### src/rtl/armored40_link.sv
// armored40_link: single-lane armored40 link core.
// TX scrambles the payload and SECDED-encodes it into a 40-bit line word. RX bit-aligns
// the incoming stream, corrects/flags errors, descrambles and tracks word lock.
module armored40_link #(
    parameter logic [32:0] SCRAM_INIT = 33'h12345678,
    parameter int unsigned LOCK_CNT   = 64,
    parameter int unsigned UNLOCK_CNT = 4
) (
    input  logic        clk,
    input  logic        arst,
    input  logic [32:0] din,
    output logic [39:0] tx_word,
    input  logic [39:0] rx_word,
    input  logic        sloop,
    output logic [32:0] dout,
    output logic        dout_fix,
    output logic        dout_fail,
    output logic        rx_wordlock,
    output logic [5:0]  rx_offset
);
    localparam logic [7:0] LockLast   = 8'(LOCK_CNT - 1);
    localparam logic [3:0] UnlockLast = 4'(UNLOCK_CNT - 1);

    typedef enum logic {StHunt, StLocked} state_e;

    // Scrambler feedback: two rotations of the previous state XORed together.
    function automatic logic [32:0] scram_f(input logic [32:0] x);
        return {x[25:0], x[32:26]} ^ {x[13:0], x[32:14]};
    endfunction

    // Data bits fill the non-power-of-two Hamming positions 3..39 in ascending order.
    function automatic logic [39:0] secded_enc(input logic [32:0] s);
        logic [39:0] w;
        logic [5:0]  chk;
        w = {s[32:26], 1'b0, s[25:11], 1'b0, s[10:4], 1'b0, s[3:1], 1'b0, s[0], 3'b000};
        chk = '0;
        for (int k = 0; k < 6; k++) begin
            for (int i = 1; i < 40; i++) begin
                if (i[k]) chk[k] = chk[k] ^ w[i];
            end
        end
        w[1]  = chk[0];
        w[2]  = chk[1];
        w[4]  = chk[2];
        w[8]  = chk[3];
        w[16] = chk[4];
        w[32] = chk[5];
        w[0]  = ^w[39:1];
        return w;
    endfunction

    logic [32:0] s_q, s_d;
    logic [39:0] tx_word_q, tx_word_d;
    logic [39:0] r1_q, r1_d, r2_q, r2_d;
    logic [79:0] rx_cat;
    logic [39:0] aligned, corrected;
    logic [5:0]  syn;
    logic        par, fix, fail;
    logic [32:0] s_rx;
    logic [32:0] q_q, q_d;
    logic [32:0] dout_q, dout_d;
    logic        fix_q, fix_d, fail_q, fail_d;
    state_e      state_q, state_d;
    logic [7:0]  good_cnt_q, good_cnt_d;
    logic [3:0]  bad_cnt_q, bad_cnt_d;
    logic [5:0]  offset_q, offset_d;

    // TX: scramble the payload against the previous scrambled word, then encode.
    always_comb begin
        s_d       = din ^ scram_f(s_q);
        tx_word_d = secded_enc(s_d);
    end

    // RX: input select, two-word window, alignment, SECDED decode and descramble.
    always_comb begin
        r1_d    = sloop ? tx_word_q : rx_word;
        r2_d    = r1_q;
        // r2 holds the older word, so the window reads in transmission order.
        rx_cat  = {r1_q, r2_q};
        aligned = rx_cat[{1'b0, offset_q} +: 40];
        syn     = '0;
        for (int i = 1; i < 40; i++) begin
            if (aligned[i]) syn = syn ^ i[5:0];
        end
        par       = ^aligned;
        fix       = 1'b0;
        fail      = 1'b0;
        corrected = aligned;
        if (par) begin
            if (syn <= 6'd39) begin
                fix       = 1'b1;
                corrected = aligned ^ (40'd1 << syn);
            end else begin
                fail = 1'b1;
            end
        end else if (syn != 6'd0) begin
            fail = 1'b1;
        end
        s_rx   = {corrected[39:33], corrected[31:17], corrected[15:9], corrected[7:5],
                  corrected[3]};
        // History follows every word, even failed ones, so the path resynchronises.
        q_d    = s_rx;
        dout_d = s_rx ^ scram_f(q_q);
        fix_d  = fix;
        fail_d = fail;
    end

    // Lock FSM next state: count clean words in HUNT (slipping on failures), count
    // failures in LOCKED.
    always_comb begin
        state_d    = state_q;
        good_cnt_d = good_cnt_q;
        bad_cnt_d  = bad_cnt_q;
        offset_d   = offset_q;
        unique case (state_q)
            StHunt: begin
                if (fail) begin
                    good_cnt_d = '0;
                    offset_d   = (offset_q == 6'd39) ? 6'd0 : offset_q + 6'd1;
                end else if (good_cnt_q == LockLast) begin
                    state_d    = StLocked;
                    good_cnt_d = '0;
                    bad_cnt_d  = '0;
                end else begin
                    good_cnt_d = good_cnt_q + 8'd1;
                end
            end
            StLocked: begin
                if (!fail) begin
                    bad_cnt_d = '0;
                end else if (bad_cnt_q == UnlockLast) begin
                    state_d    = StHunt;
                    good_cnt_d = '0;
                    bad_cnt_d  = '0;
                end else begin
                    bad_cnt_d = bad_cnt_q + 4'd1;
                end
            end
        endcase
    end

    // State registers for both paths.
    always_ff @(posedge clk or posedge arst) begin
        if (arst) begin
            s_q        <= SCRAM_INIT;
            tx_word_q  <= '0;
            r1_q       <= '0;
            r2_q       <= '0;
            q_q        <= SCRAM_INIT;
            dout_q     <= '0;
            fix_q      <= 1'b0;
            fail_q     <= 1'b0;
            state_q    <= StHunt;
            good_cnt_q <= '0;
            bad_cnt_q  <= '0;
            offset_q   <= '0;
        end else begin
            s_q        <= s_d;
            tx_word_q  <= tx_word_d;
            r1_q       <= r1_d;
            r2_q       <= r2_d;
            q_q        <= q_d;
            dout_q     <= dout_d;
            fix_q      <= fix_d;
            fail_q     <= fail_d;
            state_q    <= state_d;
            good_cnt_q <= good_cnt_d;
            bad_cnt_q  <= bad_cnt_d;
            offset_q   <= offset_d;
        end
    end

    assign tx_word     = tx_word_q;
    assign dout        = dout_q;
    assign dout_fix    = fix_q;
    assign dout_fail   = fail_q;
    assign rx_wordlock = (state_q == StLocked);
    assign rx_offset   = offset_q;

endmodule

### config.mk
export PLATFORM = sky130hd
export DESIGN_NAME = armored40_link
export DESIGN_NICKNAME = d
export VERILOG_FILES = /design/src/rtl/armored40_link.sv
export SDC_FILE = /design/constraint.sdc
export NUM_CORES = 1
export LEC_CHECK = 0
export CAP_MARGIN = 15
export CORE_ASPECT_RATIO = 1.2
export CORE_MARGIN = 2
export CORE_UTILIZATION = 60
export CTS_BUF_LIST = sky130_fd_sc_hd__clkbuf_8
export DETAILED_ROUTE_END_ITERATION = 16
export PLACE_DENSITY_LB_ADDON = 0.15
export SLEW_MARGIN = 20
export SYNTH_ARGS = -nofsm -noshare
export SYNTH_HDL_FRONTEND = slang
export SYNTH_SLANG_ARGS = --single-unit
### constraint.sdc
create_clock -name clk -period 10.1 [get_ports clk]
set_input_delay 3.03 -clock clk [delete_from_list [all_inputs] [get_ports clk]]
set_output_delay 3.03 -clock clk [all_outputs]
set_load 0.05 [all_outputs]
# [After elaboration in Yosys (flattened, before gate mapping)]
# Cells that the tools add are included.
[classes] addsub=3 n_lt_le_gt_ge=1 n_eq_ne=7 n_shift=2 muxes=63 bitwise_logic=132 reduce_logical=6
[ops] cell="$xor A33 B33 Y33" n=4
[ops] cell="$mux W40" n=3
[ops] cell="$xor A1 B1 Y1" n=88
[ops] cell="$mux W5" n=16
[ops] cell="$shiftx A80 B7 Y40" n=1
[ops] cell="$mux W6" n=9
[ops] cell="$mux W4" n=12
[ops] cell="$reduce_xor A40 Y1" n=1
[ops] cell="$shl A1 B6 Y40 const A" n=1
[ops] cell="$xor A40 B40 Y40" n=1
[ops] cell="$not A3 Y3" n=13
[ops] cell="$reduce_xor A39 Y1" n=1
[ops] cell="$mux W8" n=4
[ops] cell="$not A2 Y2" n=13
[ops] cell="$not A4 Y4" n=6
[ops] cell="$pmux W8 S2" n=1
[ops] cell="$mux W3" n=4
[ops] cell="$mux W1" n=10
[ops] cell="$add A8 B1 Y8 const B" n=1
[ops] cell="$eq A8 B6 Y1 const B" n=1
[ops] cell="$pmux W4 S2" n=1
[ops] cell="$add A6 B1 Y6 const B" n=1
[ops] cell="$eq A6 B6 Y1 const B" n=1
[ops] cell="$le A6 B6 Y1 const B" n=1
[ops] cell="11 further kinds" n=20
[totals] reg_bits=240 inputBits=76 out_inout_bits=82 word_cells=226

# [Depth between registers and ports, before layout]
# Gate-level depths: netlist of the first run.
[depth] ltp_word=78 mapped_depth=21 ltp_nobuf=15

# [Worst setup path after synthesis of the first run]
# OpenSTA, ideal clock, no wires.
[synth_path] path_type="register to register" startpoint="register offset_q[0] (netlist: rx_offset[0])" endpoint="register offset_q[3] (netlist: rx_offset[3])" setup_ps=128 t_arrival_ps=4716 t_required_ps=9972 setup_slack_ps=5256 path_stages_with_launch=18 synth_period_minus_slack_ps=4844 path_cell_list="dfrtp_1 -> buf_6 -> mux4_2 -> a222oi_1 -> mux2_1 -> o22ai_2 -> nor3b_4 -> xnor2_2 -> xnor2_2 -> xnor2_1 -> xnor3_2 -> and3_1 -> o21ai_2 -> o211ai_1 -> a31o_4 -> buf_6 -> nor3_2 -> mux2_1"
[synth_between] elab_chain_cells=63 word_cells_on_any_way=83 cone_classes="add/sub (1); order compare (1); eq/ne (1); shift (1); mux (43); bitwise (33); reduce/logical (3)"
[synth_rtl] element="start, declared" line_no="66" source="logic [5:0] offset_q, offset_d;"
[synth_rtl] element="start signal, assigned" line_no="169" source="offset_q <= offset_d;"
[synth_rtl] element="$shiftx A80 B7 Y40" line_no="80" source="aligned = rx_cat[{1'b0, offset_q} +: 40];"
[synth_rtl] element="$mux W1" line_no="83" source="if (aligned[i]) syn = syn ^ i[5:0];"
[synth_rtl] element="$mux W2" line_no="83"
[synth_rtl] element="$not A2 Y2 (no source line)"
[synth_rtl] element="$mux W2" line_no="83"
[synth_rtl] element="$mux W3" line_no="83"
[synth_rtl] element="$not A2 Y2 (no source line)"
[synth_rtl] element="$mux W3 (2 in series)" line_no="83"
[synth_rtl] element="[... 45 more ...]"
[synth_rtl] element="$not A3 Y3 (no source line)"
[synth_rtl] element="$mux W6 (2 in series)" line_no="83"
[synth_rtl] element="$not A4 Y4 (no source line)"
[synth_rtl] element="$mux W6" line_no="83"
[synth_rtl] element="$le A6 B6 Y1 / $reduce_bool A6 Y1 (equally long branches)" line_no="90, 96"
[synth_rtl] element="$mux W1, on equally long branches" line_no="90, 96"
[synth_rtl] element="$mux W1" line_no="89" source="if (par) begin"
[synth_rtl] element="$reduce_and A2 Y1 (no source line)"
# Parallel ways exist; a longest one is shown, timed or not.
# A chain may end at the register's enable or synchronous reset.

# [Worst setup path after layout of the first run]
[layout_path] startpoint="register offset_q[2] (netlist: rx_offset[2])" endpoint="register good_cnt_q[2]"
[layout_between] elab_chain_cells=64 word_cells_on_any_way=83 cone_classes="order compare (1); eq/ne (1); shift (1); mux (44); bitwise (33); reduce/logical (3)"
[layout_rtl] element="$shiftx A80 B7 Y40 (*)" line_no="80"
[layout_rtl] element="$mux W1" line_no="83"
[layout_rtl] element="$mux W2" line_no="83"
[layout_rtl] element="$not A2 Y2 (no source line)"
[layout_rtl] element="$mux W2" line_no="83"
[layout_rtl] element="$mux W3" line_no="83"
[layout_rtl] element="$not A2 Y2 (no source line)"
[layout_rtl] element="$mux W3 (2 in series)" line_no="83"
[layout_rtl] element="[... 46 more ...]"
[layout_rtl] element="$mux W6 (2 in series)" line_no="83"
[layout_rtl] element="$not A4 Y4 (no source line)"
[layout_rtl] element="$mux W6" line_no="83"
[layout_rtl] element="$le A6 B6 Y1 / $reduce_bool A6 Y1 (equally long branches)" line_no="90, 96"
[layout_rtl] element="$mux W1, on equally long branches" line_no="90, 96"
[layout_rtl] element="$mux W1 (*)" line_no="89"
[layout_rtl] element="$mux W8 / $ne A2 B2 Y1 (equally long branches)"
[layout_rtl] element="$pmux W8 S2 / $reduce_and A2 Y1 (equally long branches)"
[layout_rtl] element="end signal, assigned" line_no="167" source="good_cnt_q <= good_cnt_d;"
[layout_rtl] element="end, declared" line_no="64" source="logic [7:0] good_cnt_q, good_cnt_d;"
# Every way passes the cells marked *; elsewhere a longest branch is shown, timed or not.

==> impl_summary.md, run 1 <==
Run status
The run finished with clean final reports.

Run
Max-cap violations in this run came to 0.

Setup path
The capturing element type of the critical path is a flop. On the critical path, the stage with the largest delay is an instance of sky130_fd_sc_hd__dfrtp_4. The terminus of the critical flop-to-flop path is good_cnt_q[2].

By startpoint and endpoint, the worst setup path is classified as reg -> reg. The signal on the critical path passes through buf_4 -> mux4_2 -> mux2_2 -> mux2i_1 -> mux2i_1 -> xor2_1 -> mux2i_1 -> xnor2_1 -> xnor2_1 -> xnor2_1 -> xnor2_2 -> o21ai_2 -> o211ai_1 -> a31o_4 -> o21a_4 -> a221o_1. The delay of the slowest cell on the worst path is 0.82 ns. The kind of start point of the critical path is a flop. The setup check on the worst reg-to-reg path leaves a slack of 3.99 ns. The beginning of the worst register-to-register path is rx_offset[2]. The critical path data required time is 10.54 ns. The path depth of the worst reg2reg path is 16. For the worst setup path, the data arrival time is 6.55 ns. The maximum fanout encountered on the critical timing path is 57.

GRT
The overall overflow remaining after global route is 0. The pin count of the biggest net entering global routing is 92. The number of antenna violations at the first check in global routing came to 0. The global router's overall resource usage is 38.28%. The first global-routing pass estimated 80430 µm of wire. The number of global-route vias before repair came to 12930.

Floorplanning
Once the floorplan was initialized, standard cells occupied 61.27% of the core. The core region is 26430 µm². The die is 184.0 µm tall. The width of the chip is 154.0 µm. The I/O pin count is 158.

The row count is 65. The area of the die is 28330 µm².

Clock tree
The clock buffer count from CTS is 36. The number of setup buffers added after CTS is 0. The cell chosen for the clock root is sky130_fd_sc_hd__clkbuf_8.

In this run the number of H-tree levels came out at 2. The TritonCTS clock tree is built. After clock tree synthesis, the clock-pin slew on the worst setup and hold paths is 0.06 ns. The latest clock arrival within the worst-skew pair is 0.56 ns. Buffers inserted to repair hold after CTS numbered 0. The post-CTS resize count is 0. The clock net in this run drives a total of 220 sinks.

No sink is reached through more buffers than the 3 on the longest clock path.

Synthesis
By area the synthesized netlist is led by sky130_fd_sc_hd__dfrtp_1 30%, sky130_fd_sc_hd__xnor2_1 12%, sky130_fd_sc_hd__mux4_2 11%, sky130_fd_sc_hd__mux2_2 6.3%, sky130_fd_sc_hd__mux2i_1 5.7%. In the synthesized netlist the dominant register cell turns out to be sky130_fd_sc_hd__dfrtp_1. Sequential cells were found to cover 34.19% of the synthesized design area. The number of cells produced by synthesis is 1444. Ranked by instance count, the synthesized netlist is headed by 231 x sky130_fd_sc_hd__xnor2_1, 194 x sky130_fd_sc_hd__dfrtp_1, 97 x sky130_fd_sc_hd__nor2_1. The share of the synthesized area in the top cell type is 29.98%. For this run, asynchronously set or reset flops after synthesis account for 100.0%. Counting flops and latches in the post-synthesis netlist gives 220. In this run the cell area of the synthesized design comes to 16200 µm². The number of enable-type register cells in the synthesized netlist is 0. The count of yosys warnings during synthesis is 0. The synthesized area per cell is 11.22 µm².

The total nets after synthesis is 1523. The most frequent cell after synthesis is sky130_fd_sc_hd__xnor2_1. The synthesized netlist contains 93 unique library cells. The dominant cell type by area after synthesis is sky130_fd_sc_hd__dfrtp_1.

Routing
The number of detailed-route iterations in the first pass is 6. In the routed design, unresolved DRC markers number 0. Dividing the detail-routed wire length by the instance count gives 27.89 µm.

The vias after detailed routing is 12627. The detailed router finished its first iteration with 1377 violations. In the routed layout, each cell is associated on average with a via count of 6.580. The final antenna-violating net count is 0. The sum of routed wire length over all layers is 53520 µm.

Timing
The final worst setup slack is 3.986 ns. The number of max-slew violations in the final report is 0. In this run the tightest slew margin relative to its limit is 27.54%. The final setup violation count is 0.

Setup repair after global routing left no endpoint under its margin. The time the worst path needs with I/O delays and setup is 6.114 ns. After routing, the total negative slack on setup checks comes to 0 ns. The period utilization is 60.53%. The number of hold violations in the final report came to 0. The maximum operating frequency is 0.1636 GHz. The worst hold slack after final layout is 0.4309 ns. Between clock sinks in the finished design, the worst skew comes to 0.02302 ns. At the pin with the least slew margin, the transition time is 1.083 ns.

Final layout
The ratio of cells with drive above 1 in the final layout is 21.72%. From synthesis to final layout, the design area changed by 13.67%. The number of diodes is 0. The core utilization of the finished layout is 69.65%.

The net total in the final layout is 1638.

Hold path
The hold path endpoint is r2_q[35]. The worst hold path cell count is 0. In this run the most critical hold path is launched from r1_q[35]. The path category of the worst min-delay check is reg -> reg.

Placement
Prior to clock tree synthesis, the placed netlist has a worst setup slack of 4.152 ns. The count of buffers inserted at the top-level ports is 157. Summed over all nets, the half-perimeter wirelength after detailed placement is 41460 µm. At the end of routability-driven placement, the weighted congestion stood at 1.082.
-- worst max path at each step --
stage | startpoint | endpoint | slack [ns] | cells past startpoint
2_1_floorplan | arst | bad_cnt_q[0] | 1.09 | 1
3_3_place_gp | rx_offset[2] | good_cnt_q[2] | 4.14 | 16
3_5_place_dp | rx_offset[2] | good_cnt_q[2] | 4.15 | 16
4_1_cts | rx_offset[2] | good_cnt_q[2] | 4.13 | 16
5_1_grt | rx_offset[2] | rx_offset[3] | 3.69 | 16
6_report | rx_offset[2] | good_cnt_q[2] | 3.99 | 16
-- metrics by stage --
step	cell area [µm²]	instances
2_1_floorplan	16200	1444
3_3_place_gp	17700	1856
3_5_place_dp	17700	1856
4_1_cts	18410	1919
5_1_grt	18410	1919
6_report	18410	1919
-- flip-flops by register name, summed over array words and instances (netlist names) --
signal,cells
r1_q,40
q_q,33
r2_q,40
rx_wordlock,1
tx_word,39
good_cnt_q,8
dout_fix,1
dout_fail,1
s_q,14
dout,33
rx_offset,6
bad_cnt_q,4
-- final cells by class --
class,instances,area [µm²]
clock buffer,43,591.8
clock inverter,20,115.1
fill,1904,8023
inverter,36,142.6
multi-input combinational,1092,9893
sequential,220,5548
tap,335,419.2
timing repair buffer,173,1699
-- cell usage in the layout, fill, tap and decap left out, types with 6 or more instances in the layout --
cell	synthesis	routed
sky130_fd_sc_hd__a211oi_1	6	6
sky130_fd_sc_hd__o21ai_0	17	17
sky130_fd_sc_hd__a221oi_1	6	6
sky130_fd_sc_hd__nor3_1	17	17
sky130_fd_sc_hd__o211ai_1	10	10
sky130_fd_sc_hd__o22ai_1	25	25
sky130_fd_sc_hd__a211o_1	8	8
sky130_fd_sc_hd__xor2_1	67	67
sky130_fd_sc_hd__clkbuf_8	0	43
sky130_fd_sc_hd__xnor2_2	18	18
sky130_fd_sc_hd__mux2_2	91	91
sky130_fd_sc_hd__a21oi_1	37	37
sky130_fd_sc_hd__nor2b_1	8	8
sky130_fd_sc_hd__mux2i_1	92	92
sky130_fd_sc_hd__a31oi_1	7	7
sky130_fd_sc_hd__a22o_1	7	7
sky130_fd_sc_hd__o21ai_1	6	6
sky130_fd_sc_hd__o221ai_1	8	8
sky130_fd_sc_hd__a22oi_1	11	11
sky130_fd_sc_hd__mux4_2	79	79
sky130_fd_sc_hd__nor2_1	97	97
sky130_fd_sc_hd__dfrtp_1	194	190
sky130_fd_sc_hd__and3_1	14	14
sky130_fd_sc_hd__buf_4	26	15
sky130_fd_sc_hd__clkdlybuf4s50_1	0	156
sky130_fd_sc_hd__inv_1	33	43
sky130_fd_sc_hd__xnor2_1	231	231
sky130_fd_sc_hd__nand2b_1	6	6
sky130_fd_sc_hd__dfstp_2	26	26
sky130_fd_sc_hd__nand2_1	79	79
sky130_fd_sc_hd__a21o_1	8	8
sky130_fd_sc_hd__nand3_1	18	18
sky130_fd_sc_hd__and2_1	10	10
-- routing by layer --
layer	share of wire, %	track usage [%]
met1	34	41.84
met2	49	65.79
met3	6.8	6.931
met4	9.9	30.24
met5	0	0
-- critical path: cells and delay by family (launching register included) --
kind	cells	cell delay, ns
multiplexers	5	1.85
XOR/XNOR	5	1.32
AO/OA/AOI/OAI	5	1.23
flip-flops	1	0.82
buffers and inverters	1	0.71
-- cells by family after synthesis --
logic type	after synthesis	share of synthesized area (%)
adders and majority gates	3	0.2318
buffers and inverters	132	4.720
AOI/OAI and AO/OA	220	10.57
xor gates and xnor gates	321	18.47
and+or+nand+nor	282	8.421
muxes	266	23.39
DFF	220	34.19
Power of run 1 is left out: the tool's default activity adds up to more than one toggle a clock period on the data nets, which glitch-free logic cannot reach.
==> run 2: changes to the inputs <==
- CORE_UTILIZATION: 60 -> 54
- clock period: 10.1 -> 5.4 ns (I/O delays scaled with it)
==> run 2 against run 1 <==
Compared with the run above: critical path depth rose by 1; sequential share of layout area down 1.4 points; global-route usage is 2.6 points lower; routed wire length up 4.0%; first-iteration DRC count is 14% lower; die area increased by 11%; register-to-register slack got worse by 3.7 ns; clock skew up 0.0081 ns; cell area increased by 4.8%; flip-flop and latch count unchanged; worst hold slack better by 0.050 ns; critical endpoint unchanged; clock-buffer cell count rose by 4.
==> impl_summary.md, run 2 (synthesis gave the netlist of run 1 again) <==
Run status
Run status: complete, no violations (unchanged).

Timing
The tightest slew margin relative to the limit is 35.10% (was 27.54%). The period utilization was 95.17% (was 60.53%). The number of max-slew violations in the final report came to 0 (unchanged). The actual slew at the worst max-slew pin came to 0.9734 ns (was 1.083 ns). The maximum operating frequency is 0.1946 GHz (was 0.1636 GHz). The total negative slack came to 0 ns (unchanged). The time the worst path needs with I/O delays and setup is 5.139 ns (was 6.114 ns).

The final clock skew is 0.03108 ns (was 0.02302 ns). Setup repair after global routing missed its margin: no (unchanged). The final setup violation count came to 0 (unchanged). The number of hold violations in the final report is 0 (unchanged).

Final layout
The ratio of cells with drive above 1 in the final layout is 25.72% (was 21.72%). The number of diodes is 0 (unchanged). The net total in the final layout was 1717 (was 1638). The relative area change from synthesis to final layout is 19.15% (was 13.67%). The cell area after layout is 19300 µm² (was 18410 µm²). The most frequent standard cell in the layout excluding fill and tap cells is sky130_fd_sc_hd__xnor2_1 (unchanged). Highest-count cells in the layout ignoring fill and taps: 231 x sky130_fd_sc_hd__xnor2_1, 190 x sky130_fd_sc_hd__dfrtp_1, 156 x sky130_fd_sc_hd__clkdlybuf4s50_1 (unchanged). The layout filler cell count came to 2380 (was 1904).

Setup path
The delay of the slowest cell on the worst path is 0.65 ns (was 0.82 ns). Counting stages on the worst path, the most repeated cell is sky130_fd_sc_hd__xnor2_2. The maximum fanout encountered on the critical timing path was 32 (was 57). The buffering stage count on the worst path with inverters included was 2 (was 1). Critical-path cell list: buf_12 -> buf_4 -> mux4_2 -> mux2_2 -> mux2_2 -> a32oi_1 -> o221ai_2 -> xnor2_2 -> xnor2_2 -> xnor2_1 -> xnor2_1 -> xnor2_2 -> o21ai_2 -> o211ai_1 -> a31o_4 -> o21a_4 -> a221o_1 (was buf_4 -> mux4_2 -> mux2_2 -> mux2i_1 -> mux2i_1 -> xor2_1 -> mux2i_1 -> xnor2_1 -> xnor2_1 -> xnor2_1 -> xnor2_2 -> o21ai_2 -> o211ai_1 -> a31o_4 -> o21a_4 -> a221o_1).

The path depth of the worst reg2reg path is 17 (was 16). The internal reg-to-reg setup slack was 0.26 ns (was 3.99 ns). The terminus of the critical flop-to-flop path is good_cnt_q[2] (unchanged).

The kind of start point of the critical path is a flop (unchanged). The cell with the largest stage delay on the worst path is sky130_fd_sc_hd__dfrtp_4 (unchanged). The kind of cell with the highest combined delay on the critical path is compound AO/OA/AOI/OAI gates (was multiplexers).

The beginning of the worst register-to-register path is rx_offset[2] (unchanged). The critical path data required time is 5.84 ns (was 10.54 ns). The data arrival at the endpoint of the critical path is 5.58 ns (was 6.55 ns). The critical setup path kind was reg -> reg (unchanged).

The total number of cells along the worst setup path is 17 (was 16). The capturing element type of the critical path is a flop (unchanged).

Run
The max-capacitance violation count came to 0 (unchanged).

Placement
The count of buffers inserted at the top-level ports was 157 (unchanged). The half-perimeter wire length after placement is 43950 µm (was 41460 µm). The placed standard-cell area is 18410 µm² (was 17700 µm²). The final weighted congestion in routability-driven placement is 1.051 (was 1.082).

GRT
The pin count of the biggest net entering global routing came to 85 (was 92). The number of global-route vias before repair was 13236 (was 12930). The first-pass GRT wire length came to 83510 µm (was 80430 µm).

The number of antenna violations at the first check in global routing is 0 (unchanged). The global router's overall resource usage was 35.67% (was 38.28%). The overall overflow remaining after global route is 0 (unchanged).

Floorplanning
The I/O pin count came to 158 (unchanged). The area of the die is 31400 µm² (was 28330 µm²). The row count is 69 (was 65). The width of the chip is 162.1 µm (was 154.0 µm).

The standard cell core area is 29610 µm² (was 26430 µm²). The height of the chip is 193.7 µm (was 184.0 µm). The effective utilization at floorplan came to 54.69% (was 61.27%).

Clock tree
The maximum number of buffers from clock root to sink came to 3 (unchanged). The deepest level of the CTS H-tree is 2 (unchanged). The clock buffer count from CTS is 38 (was 36). The register clock-pin slew on the reported worst setup and hold paths is 0.07 ns (was 0.06 ns). The cts-stage hold buffer count came to 0 (unchanged). The post-CTS resize count is 0 (unchanged). The TritonCTS clock tree is built (unchanged).

The cell chosen for the clock root is sky130_fd_sc_hd__clkbuf_8 (unchanged). The latest clock arrival within the worst-skew pair is 0.59 ns (was 0.56 ns). The number of setup buffers added after CTS is 0 (unchanged). The clock sink total was 220 (unchanged).

Routing
The number of DRC markers after the initial detailed-route iteration is 1185 (was 1377). The average wire per standard cell is 27.05 µm (was 27.89 µm). The remaining routing DRC violations is 0 (unchanged). The number of detailed-route iterations in the first pass came to 6 (unchanged). The sum of routed wire length over all layers was 55670 µm (was 53520 µm).

The final antenna-violating net count is 0 (unchanged). The via count normalized by instance count is 6.243 (was 6.580). The vias after detailed routing is 12848 (was 12627).

Hold path
The hold path startpoint is r1_q[12] (was r1_q[35]). The worst hold path cell count is 0 (unchanged). The path category of the worst min-delay check is reg -> reg (unchanged). The hold path endpoint is r2_q[12] (was r2_q[35]).
## run 2: cell count changes in the layout (fill, tap and decap cells not counted), moves of 4 or more
cell / before / now
sky130_fd_sc_hd__clkbuf_8: 43 / 47
sky130_fd_sc_hd__buf_4: 15 / 85
sky130_fd_sc_hd__buf_12: 1 / 7
sky130_fd_sc_hd__bufinv_16: 0 / 4
## run 2: cell type report
type	count	area, µm²	share of cell area [%]
sequential	220	5548	28.75
clock inverter	23	226.5	1.174
multi-input combinational	1092	9893	51.27
tap	390	488.0	2.529
clock buffer	47	646.9	3.352
timing repair buffer	250	2356	12.21
inverter	36	138.9	0.7197
## run 2: metrics by stage
stage / worst slack [ns] / util (%) / cells / hold slack (ns)
2_1_floorplan: 0.5561 / - / 1444 / 0.3807
3_3_place_gp: 0.1317 / 62.15 / 1986 / 0.4609
3_5_place_dp: 0.1848 / 62.15 / 1986 / 0.4633
4_1_cts: 0.1269 / 65.10 / 2056 / 0.4705
5_1_grt: 0.03153 / 65.17 / 2058 / 0.5063
6_report: 0.2606 / 65.17 / 2058 / 0.4808
## run 2: worst max path at each step
stage                       startpoint             to  slack, ns
final                     rx_offset[2]  good_cnt_q[2]       0.26
after global routing      rx_offset[2]  good_cnt_q[2]       0.03
after CTS                 rx_offset[0]       dout[12]       0.13
after detailed placement  rx_offset[0]       dout[12]       0.18
after global placement    rx_offset[0]       dout[12]       0.13
after floorplan           rx_offset[0]   rx_offset[3]       0.56
## run 2: layer usage
layer / up-vias / GRT usage, % / wire (µm)
met3: 248 / 6.717 / 3648
met4: 0 / 26.19 / 5044
met1: 6286 / 39.15 / 19120
met2: 737 / 61.28 / 27850
li1: 5577 / - / -
met5: - / 0 / 0
Power of run 2 is left out for the same reason.
